===== config.mk =====
export PLATFORM = sky130hd
export DESIGN_NAME = atm_controller
export DESIGN_NICKNAME = d
export VERILOG_FILES = /design/src/rtl/atm_controller.sv
export SDC_FILE = /design/constraint.sdc
export NUM_CORES = 1
export LEC_CHECK = 0
export ABC_AREA = 1
export CORE_ASPECT_RATIO = 0.75
export CORE_MARGIN = 2
export CORE_UTILIZATION = 51
export CTS_CLUSTER_DIAMETER = 100
export DETAILED_ROUTE_END_ITERATION = 8
export PLACE_DENSITY = 0.87
export SYNTH_ARGS = -nofsm -noshare
export SYNTH_HDL_FRONTEND = slang
export SYNTH_SLANG_ARGS = --single-unit

===== constraint.sdc =====
create_clock -name clk -period 2.1 [get_ports clk]
set_input_delay 0.63 -clock clk [delete_from_list [all_inputs] [get_ports clk]]
set_output_delay 0.63 -clock clk [all_outputs]
set_load 0.01 [all_outputs]

===== src/rtl/atm_controller.sv =====
// atm_controller: ATM session sequencer with timeout abort and registered strobes.
// Define ATM_FACE_AUTH_EN to insert the FACE capture stage between AMOUNT and OTP.
module atm_controller #(
  parameter int TIMEOUT_CYCLES = 1000,
  parameter int TXN_DEPOSIT = 0
) (
  input  logic       clk,
  input  logic       reset,
  input  logic       cardInserted,
  input  logic       cardScanned,
  input  logic       modeSelected,
  input  logic       amountConfirmed,
  input  logic       faceRecognition,
  input  logic       mobileOTP,
  input  logic       transactionCompleted,
  output logic       dispenseCash,
  output logic       depositCash,
  output logic       printReceipt,
  output logic       captureFace,
  output logic       promptOTP,
  output logic [7:0] displayMessage
);
`ifdef ATM_FACE_AUTH_EN
  localparam bit FACE_EN = 1'b1;
`else
  localparam bit FACE_EN = 1'b0;
`endif
  localparam int CW = $clog2(TIMEOUT_CYCLES);
  // Encodings of IDLE..DONE equal their display codes
  typedef enum logic [3:0] {
    S_IDLE, S_CARD, S_SCANNED, S_AMOUNT, S_FACE, S_OTP, S_TXN, S_DONE, S_ERROR
  } state_t;
  state_t state_q, state_d, nxt;
  logic [CW-1:0] cnt_q, cnt_d;
  logic adv, waiting, tmo;
  always_comb begin
    adv = 1'b0;
    nxt = state_q;
    case (state_q)
      S_CARD:    begin adv = cardScanned;               nxt = S_SCANNED; end
      S_SCANNED: begin adv = modeSelected;              nxt = S_AMOUNT; end
      S_AMOUNT:  begin adv = amountConfirmed;           nxt = FACE_EN ? S_FACE : S_OTP; end
      S_FACE:    begin adv = FACE_EN && faceRecognition; nxt = S_OTP; end
      S_OTP:     begin adv = mobileOTP;                 nxt = S_TXN; end
      S_TXN:     begin adv = transactionCompleted;      nxt = S_DONE; end
      default:   ;
    endcase
    waiting = state_q inside {S_CARD, S_SCANNED, S_AMOUNT, S_FACE, S_OTP, S_TXN};
    tmo = cnt_q == CW'(TIMEOUT_CYCLES - 1);
    state_d = (state_q == S_IDLE) ? (cardInserted ? S_CARD : S_IDLE) :
              !cardInserted ? S_IDLE :
              !waiting ? state_q :
              tmo ? S_ERROR :
              adv ? nxt : state_q;
    cnt_d = (waiting && state_d == state_q) ? cnt_q + CW'(1) : '0;
  end
  // Outputs are decoded from the next state so they line up with state_q
  always_ff @(posedge clk) begin
    if (reset) begin
      state_q        <= S_IDLE;
      cnt_q          <= '0;
      dispenseCash   <= 1'b0;
      depositCash    <= 1'b0;
      printReceipt   <= 1'b0;
      captureFace    <= 1'b0;
      promptOTP      <= 1'b0;
      displayMessage <= 8'h00;
    end else begin
      state_q        <= state_d;
      cnt_q          <= cnt_d;
      dispenseCash   <= state_d == S_TXN && TXN_DEPOSIT == 0;
      depositCash    <= state_d == S_TXN && TXN_DEPOSIT != 0;
      printReceipt   <= state_d == S_DONE;
      captureFace    <= FACE_EN && state_d == S_FACE;
      promptOTP      <= state_d == S_OTP;
      displayMessage <= (state_d == S_ERROR) ? 8'hEE : 8'(state_d);
    end
  end
endmodule


* Yosys cells after proc, flatten, opt, wreduce, memory -nomap -nowiden
Cells that the tools add are included.
Storage, ports and cells: flip-flop bits (word level) 25, bits of input ports 9, output and inout port bits 13
Cells by class: $add $sub $neg 1, equality and inequality tests 12, muxes and demuxes 9, bitwise logic cells 1, reductions and logical operators 6
Operators by type and width (count):
- == test 4 x 3 -> 1 bit, second input constant | 6
- two-way mux 4 bit | 5
- one-hot mux 4 bit (5 select lines) | 1
- adder 10 x 1 -> 10 bit, second input constant | 1
- == test 10 bit, second input constant | 1
- == test 4 x 2 -> 1 bit, second input constant | 2
- two-way mux 8 bit | 1
- nonzero test 6 bit | 1
- OR reduction 2 bit | 3
- one-hot mux 1 bit (5 select lines) | 1
- == test 4 x 1 -> 1 bit, second input constant | 1
- == test 4 bit | 1
- == test 4 bit, second input constant | 1
- logical NOT 4 bit | 1
- logical AND 1 bit | 1
- two-way mux 1 bit | 1
- inverter 1 bit | 1

* Longest topological paths before layout
Gate-level depths: netlist of the first run.
depth after elaboration 12, gate-level depth with buffers 14, gate-level depth less buffers 13

* Worst setup path after synthesis of the first run
No wires, ideal clock.
kind input -> register, from input port mobileOTP, to register cnt_q[8], library setup time 0.120 ns, arrival time 1.513 ns, data required time 1.980 ns, setup slack 0.467 ns, cell stages on the path 10, path buffers 0, cell sequence nand3_1 > clkinv_1 > nor2_1 > nand3_1 > nand3_1 > nand2_1 > nand2_2 > nand2_1 > nand2_4 > nor3_2
Between the ends: longest elaborated chain between the ends 10
Ends and longest elaborated chain:
- from (decl) | line 14 | input logic mobileOTP,
- one-hot mux 1 bit (5 select lines) | line 39 | case (state_q)
- two-way mux 4 bit | line 54 | adv ? nxt : state_q;
- two-way mux 4 bit | line 53 | tmo ? S_ERROR :
- two-way mux 4 bit | line 52 | !waiting ? state_q :
- two-way mux 4 bit | line 51 | !cardInserted ? S_IDLE :
- two-way mux 4 bit | line 50 | state_d = (state_q == S_IDLE) ? (cardInserted ? S_CARD : S_IDLE) :
- == test 4 bit | line 55 | cnt_d = (waiting && state_d == state_q) ? cnt_q + CW'(1) : '0;
- logical AND 1 bit | line 55
- inverter 1 bit (no source line)
- OR reduction 2 bit (no source line)
- to (signal assigned) | line 70 | cnt_q <= cnt_d;
- to (decl) | line 34 | logic [CW-1:0] cnt_q, cnt_d;
Every way passes these cells. A chain may end at the register's enable or synchronous reset.

* Worst setup path in the final report of the first run
from register displayMessage[3], to output port displayMessage[3]
RTL lines:
- from (decl) | line 21 | output logic [7:0] displayMessage
- from (signal assigned) | line 76 | displayMessage <= (state_d == S_ERROR) ? 8'hEE : 8'(state_d);
No word-level cell between the ends.

==> results by group, run 1 <==
Run status
  • Status: completed

Layout
  • Ant diodes: 0
  • P&R area growth vs syn: 20.23%
  • Layout cells sized above 1: 0.2240
  • End-of-flow core utilization: 0.6339
  • NumNets Final: approximately 190

Timing
  • WHS: 485.7 ps
  • Final setup violation count: 0
  • Slew Viols, Final: 0
  • Worst setup margin: 77.53 ps
  • F_max: just under 500 MHz
  • Final hold vios: 0
  • Clock skew: about 5.4 ps
  • Period utilisation layout: 0.9631
  • RSZ-0062 raised after global routing: no
  • Post-layout min period: just over 2000 ps

Worst setup path
  • Slowest CP cell: clkdlybuf4s50_1
  • Critical Path Source Type: register
  • Critical Path Fanout Max: 5
  • Reg2Reg Depth: 12
  • CP Class: register to output port
  • Crit-path cells: clkdlybuf4s50_1
  • Worst Path Arrival: 1390 ps
  • RR Startpoint: state_q[1]
  • Largest stage delay, worst path: 590 ps
  • Critical path endpoint category: output port
  • Bufs and invs on worst path: 1
  • Crit path max-delay family: buffers and inverters
  • R2R Setup Slk: 250 ps
  • RR Endpoint: cnt_q[2]
  • CP required: between 1000 and 1500 ps

Clocking
  • Clock root buffer: clkbuf_4
  • Clock sinks: 21
  • Clock slew at reported path FFs: 120 ps
  • Num CTS Buffers: 3
  • # hold bufs at CTS: 0
  • CTS resizes: 0
  • Clock tree buffer depth: 2
  • Clock Latency Late Sink: 300 ps
  • TritonCTS clock tree: done
  • Htree depth: 1
  • Post-CTS Setup Inserts: 0

Detailed routing
  • Drc violations: 0
  • Avg Vias per Cell: 5.212
  • First-pass iteration count of the detailed router: 4
  • Routed Antenna Nets: 0
  • DR vias: 1,084
  • Mean routed wirelength per cell: 11.60 µm
  • Final WL: 2412 µm
  • Drt initial violations: 31

Yosys
  • Mapped Area: 1187 µm²
  • Xor and xnor fraction of the mapped netlist area: 0.05163
  • Register area share after synthesis: 0.3541
  • Main combinational cell family by area after synthesis: simple AND/OR/NAND/NOR gates
  • Synth Area in Compound Gates: 0.01897
  • Synth Area in Adders: 0.01054
  • Post-synthesis mux area share: 0
  • Post-synthesis simple-gate area fraction: 0.4478
  • Synth cell types: 27
  • Yosys Warn Count: 0
  • Syn_area_per_cell: ~7.4 µm²
  • Seq cells post-synth: 21
  • Mapped Cells: 160

Floorplanning
  • I/O pins: 22
  • Die Ht: between 40 and 50 µm
  • Row cnt: 15
  • Floorplan core area: between 2000 and 2500 µm²
  • Initial core utilization: 0.5272
  • Die W: 59.72 µm
  • Die ar.: 2734 µm²

Global route
  • Vias in the first global route: a little over 1,000
  • Initial antenna violation count: 0
  • Gr usage total: 0.2094
  • Largest net degree at the start of global routing: 13
  • Grt ovf: 0
  • First-pass GRT wire length: roughly 4300 µm

Hold path
  • End of the worst hold path: cnt_q[0]
  • Hold path start: cnt_q[0]
  • HP Class: register to register
  • Hold Crit Depth: 1

Pwr
  • Pwr dens: 478.6 nW/µm²
  • Leak pwr: just under 0.0006 µW
  • Peak VDD IR: 0.4083 mV

Placement
  • IO Port Bufs: 17
  • Post-DP HPWL: 1902 µm
  • Final Wtd Congestion: 0.8484
  • DP Worst Slack: -134.5 ps

Run
  • Max_cap viols: 0
==> cell usage after synthesis <==
| cell | number | share of area |
|---|---|---|
| a21oi_1 | 1 | 0.0042 |
| buf_1 | 1 | 0.0032 |
| buf_4 | 7 | 0.044 |
| clkinv_1 | 1 | 0.0032 |
| conb_1 | 1 | 0.0032 |
| dfxtp_1 | 21 | 0.35 |
| ha_1 | 1 | 0.011 |
| inv_1 | 16 | 0.051 |
| inv_2 | 4 | 0.013 |
| nand2_1 | 27 | 0.085 |
| nand2_2 | 7 | 0.037 |
| nand2_4 | 1 | 0.0095 |
| nand3_1 | 18 | 0.076 |
| nand3_4 | 1 | 0.015 |
| nand4_1 | 4 | 0.021 |
| nand4_2 | 1 | 0.011 |
| nor2_1 | 18 | 0.057 |
| nor2_2 | 4 | 0.021 |
| nor2_4 | 1 | 0.0095 |
| nor3_1 | 4 | 0.017 |
| nor3_2 | 10 | 0.084 |
| nor4_1 | 1 | 0.0053 |
| o21a_1 | 1 | 0.0063 |
| o21ai_0 | 1 | 0.0042 |
| o21ai_1 | 1 | 0.0042 |
| xnor2_1 | 4 | 0.030 |
| xor2_1 | 3 | 0.022 |
==> layer usage <==
layer	vias up	track usage	wire, µm
met5	-	0	0
met4	0	0.03111	19
met3	7	0.05398	103
met2	27	0.4087	1266
met1	498	0.2329	1022
li1	552	-	-
==> worst max path at each step <==
stage / end / startpoint / cells past startpoint
after detailed placement: cnt_q[0] / modeSelected / 11
after CTS: displayMessage[3] / displayMessage[3] / 1
after global placement: cnt_q[0] / modeSelected / 11
after floorplan: cnt_q[8] / mobileOTP / 10
after global routing: displayMessage[3] / displayMessage[3] / 1
final: displayMessage[3] / displayMessage[3] / 1
==> cells by family (layout without fill, tap and decap cells) <==
kind of cell,after synthesis,in the layout
simple gates,97,97
buf+inv,29,50
flops,21,21
xor+xnor,7,7
compound gates,4,4
fa+ha+maj,1,1
other cells,1,3
==> registers in the layout, indices dropped and copies added (netlist names) <==
name and cells:
state_q 3, cnt_q 10, displayMessage 5, promptOTP 1
printReceipt 1, dispenseCash 1
==> per-stage QoR <==
| step | total power (µW) | cell area [µm²] | instances | setup TNS [ps] |
|---|---|---|---|---|
| 2_1_floorplan | 465.0 | 1195 | 162 | 0 |
| 3_3_place_gp | 493.7 | 1400 | 204 | -769.6 |
| 3_5_place_dp | 496.9 | 1400 | 204 | -1416 |
| 4_1_cts | 687.9 | 1428 | 208 | 0 |
| 5_1_grt | 710.9 | 1428 | 208 | 0 |
| 6_report | 683.3 | 1428 | 208 | 0 |
==> cell type report <==
cell class                 instances  area (µm²)
inverter                          21       78.83
clock inverter                     1       5.005
tap                               25       31.28
fill                             207       824.5
clock buffer                       3       22.52
timing repair buffer              25       230.2
multi-input combinational        112       639.4
sequential                        21       420.4
==> where the power goes <==
group / internal, µW / total [µW] / switching (µW)
sequential: 402 / 405 / 3.51
clock: 71.0 / 195 / 124
combinational: 35.6 / 82.9 / 47.3
==> layout by cell type, fill, tap and decap left out <==
master           instances
nand2_1                 27
dfxtp_1                 21
nor2_1                  18
nand3_1                 18
clkdlybuf4s50_1         17
inv_1                   16
nor3_2                  10
buf_4                    8
nand2_2                  7
inv_2                    4
nor2_2                   4
nand4_1                  4
nor3_1                   4
xnor2_1                  4
xor2_1                   3
conb_1                   3
clkbuf_4                 3
nor2_4                   1
nand4_2                  1
clkinv_1                 1
o21a_1                   1
o21ai_1                  1
a21oi_1                  1
o21ai_0                  1
nor4_1                   1
nand3_4                  1
nand2_4                  1
ha_1                     1
clkinv_2                 1
==> worst register-to-register path: stages (launching register included) <==
cell and delay (ps):
dfxtp_1 520, inv_2 110, nor2_1 140, nand2_1 90, nand4_2 130, nand2_2 100, nand2_2 100, inv_2 40
nand2_2 60, nand2_1 60, nand2_2 80, nand3_4 170, nor3_2 190
Power figures use the tool's default switching activity.
==> run 2: changes to the inputs <==
--- a/config.mk
+++ b/config.mk
@@ -11,6 +11,7 @@
 export CORE_UTILIZATION = 51
 export CTS_CLUSTER_DIAMETER = 100
 export DETAILED_ROUTE_END_ITERATION = 8
+export MAX_ROUTING_LAYER = met4
 export PLACE_DENSITY = 0.87
 export SYNTH_ARGS = -nofsm -noshare
 export SYNTH_HDL_FRONTEND = slang
==> run 2 against run 1 <==
Against the previous run: sequential power hardly changed; first-iteration DRC count stayed put; final area stayed put; combinational power hardly changed; critical path depth stayed put; utilization stayed put; register-to-register slack hardly changed; final cell count stayed put; routed wire length is 0.37% lower; global-route usage is 0.64 points higher; via count is 0.18% lower; total power hardly changed; largest cell class unchanged.
==> results by group, run 2 (same netlist as run 1, synthesis figures left out) <==
Run status
  • Status: completed

Placement
  • IO Port Bufs: 17
  • Final Wtd Congestion: 0.8617
  • Area after DPL: ~1400 µm²
  • Post-DP HPWL: 1902 µm

Timing
  • Clock skew: 5.340 ps
  • Final hold vios: 0
  • F_max: ~500 MHz
  • Period utilisation layout: 0.9614
  • Slew Viols, Final: 0
  • Final setup violation count: 0
  • RSZ-0062 raised after global routing: no
  • WHS: between 400 and 500 ps
  • Post-layout min period: 2019 ps

Layout
  • Largest register FFs: 10
  • Largest reg by FF count: cnt_q
  • Most common cell after layout, fill and taps aside: nand2_1
  • Final design area excluding fillers: between 1000 and 1500 µm²
  • Layout cells sized above 1: 0.2240
  • P&R area growth vs syn: 20.23%
  • # fillers: 207
  • Most frequent cells in the layout: nand2_1, dfxtp_1, nor2_1, nand3_1, clkdlybuf4s50_1
  • Ant diodes: 0
  • NumNets Final: 194
  • Top Registers: cnt_q x10, displayMessage x5, state_q x3

Detailed routing
  • Routed Antenna Nets: 0
  • Avg Vias per Cell: 5.202
  • DR vias: 1,082
  • Final WL: 2403 µm
  • Drc violations: 0
  • Mean routed wirelength per cell: 11.55 µm
  • First-pass iteration count of the detailed router: 4
  • Drt initial violations: 31

Clocking
  • TritonCTS clock tree: done
  • CTS resizes: 0
  • Clock tree buffer depth: 2
  • # hold bufs at CTS: 0
  • Num CTS Buffers: 3
  • Clock sinks: 21
  • Clock Latency Late Sink: around 300 ps
  • Clock root buffer: clkbuf_4
  • Clock slew at reported path FFs: 120 ps
  • Htree depth: 1
  • Post-CTS Setup Inserts: 0

Global route
  • Vias in the first global route: between 1,000 and 1,500
  • Grt ovf: 0
  • Initial antenna violation count: 0
  • Gr usage total: 0.2158
  • First-pass GRT wire length: 4264 µm
  • Largest net degree at the start of global routing: 13

Worst setup path
  • RR Startpoint: state_q[1]
  • Critical path endpoint category: output port
  • CP required: 1470 ps
  • Slowest CP cell: clkdlybuf4s50_1
  • Worst Path Arrival: roughly 1400 ps
  • CP Class: register to output port
  • CP startpoint: displayMessage[3]
  • Largest stage delay, worst path: a little under 600 ps
  • Critical Path Fanout Max: 5
  • Crit path max-delay family: buffers and inverters
  • Bufs and invs on worst path: 1
  • Critical Path Source Type: register
  • Crit-path cells: clkdlybuf4s50_1

Pwr
  • Leak pwr: around 0.00058 µW
  • Peak VDD IR: 0.4083 mV
  • Pwr dens: 478.5 nW/µm²

Floorplanning
  • I/O pins: 22
  • Floorplan core area: roughly 2300 µm²
  • Die W: ~60 µm
  • Initial core utilization: 0.5272
  • Die Ht: 45.79 µm
  • Die ar.: 2734 µm²
  • Row cnt: 15

Hold path
  • Hold path start: cnt_q[0]
  • HP Class: register to register

Run
  • Max_cap viols: 0
run 2: final timing paths:
path                                           to  slack, ps  cells past startpoint
worst min-delay path                     cnt_q[0]        490                      1
worst max register to register           cnt_q[2]        260                     12
worst max-delay path            displayMessage[3]         80                      1
worst min register to register           cnt_q[0]        490                      1
run 2: area by class of cell:
type                    count  area, µm²  area share
clock inverters             1      5.005    0.003506
inverters                  21      78.83     0.05521
well taps                  25      31.28     0.02191
clock buffers               3      22.52     0.01578
repair buffers             25      230.2      0.1613
flip-flops and latches     21      420.4      0.2945
multi-input cells         112      639.4      0.4479
run 2: per-layer routing:
metal | GRT usage | up-vias | part of all wire
met5 | - | - | 0
met4 | 0.03111 | 0 | 0.0046
met3 | 0.05398 | 5 | 0.052
met2 | 0.4087 | 36 | 0.53
met1 | 0.2329 | 488 | 0.42
li1 | - | 553 | -
run 2: stage by stage:
| step | instances | TNS (ps) | util | total power, µW | worst slack (ps) |
|---|---|---|---|---|---|
| floorplan | 162 | 0 | - | 465.0 | 466.6 |
| global placement | 204 | -769.6 | 0.6217 | 493.7 | -78.36 |
| detailed placement | 204 | -1416 | 0.6217 | 496.9 | -134.5 |
| CTS | 208 | 0 | 0.6339 | 687.9 | 69.25 |
| global route | 208 | 0 | 0.6339 | 710.9 | 4.208 |
| finish | 208 | 0 | 0.6339 | 683.2 | 81.16 |
run 2: power by group:
group / internal, µW / switching (µW) / total (µW)
Combinational: 35.6 / 47.2 / 82.8
Sequential: 402 / 3.53 / 405
Clock: 71.0 / 124 / 195
Total: 508 / 175 / 683
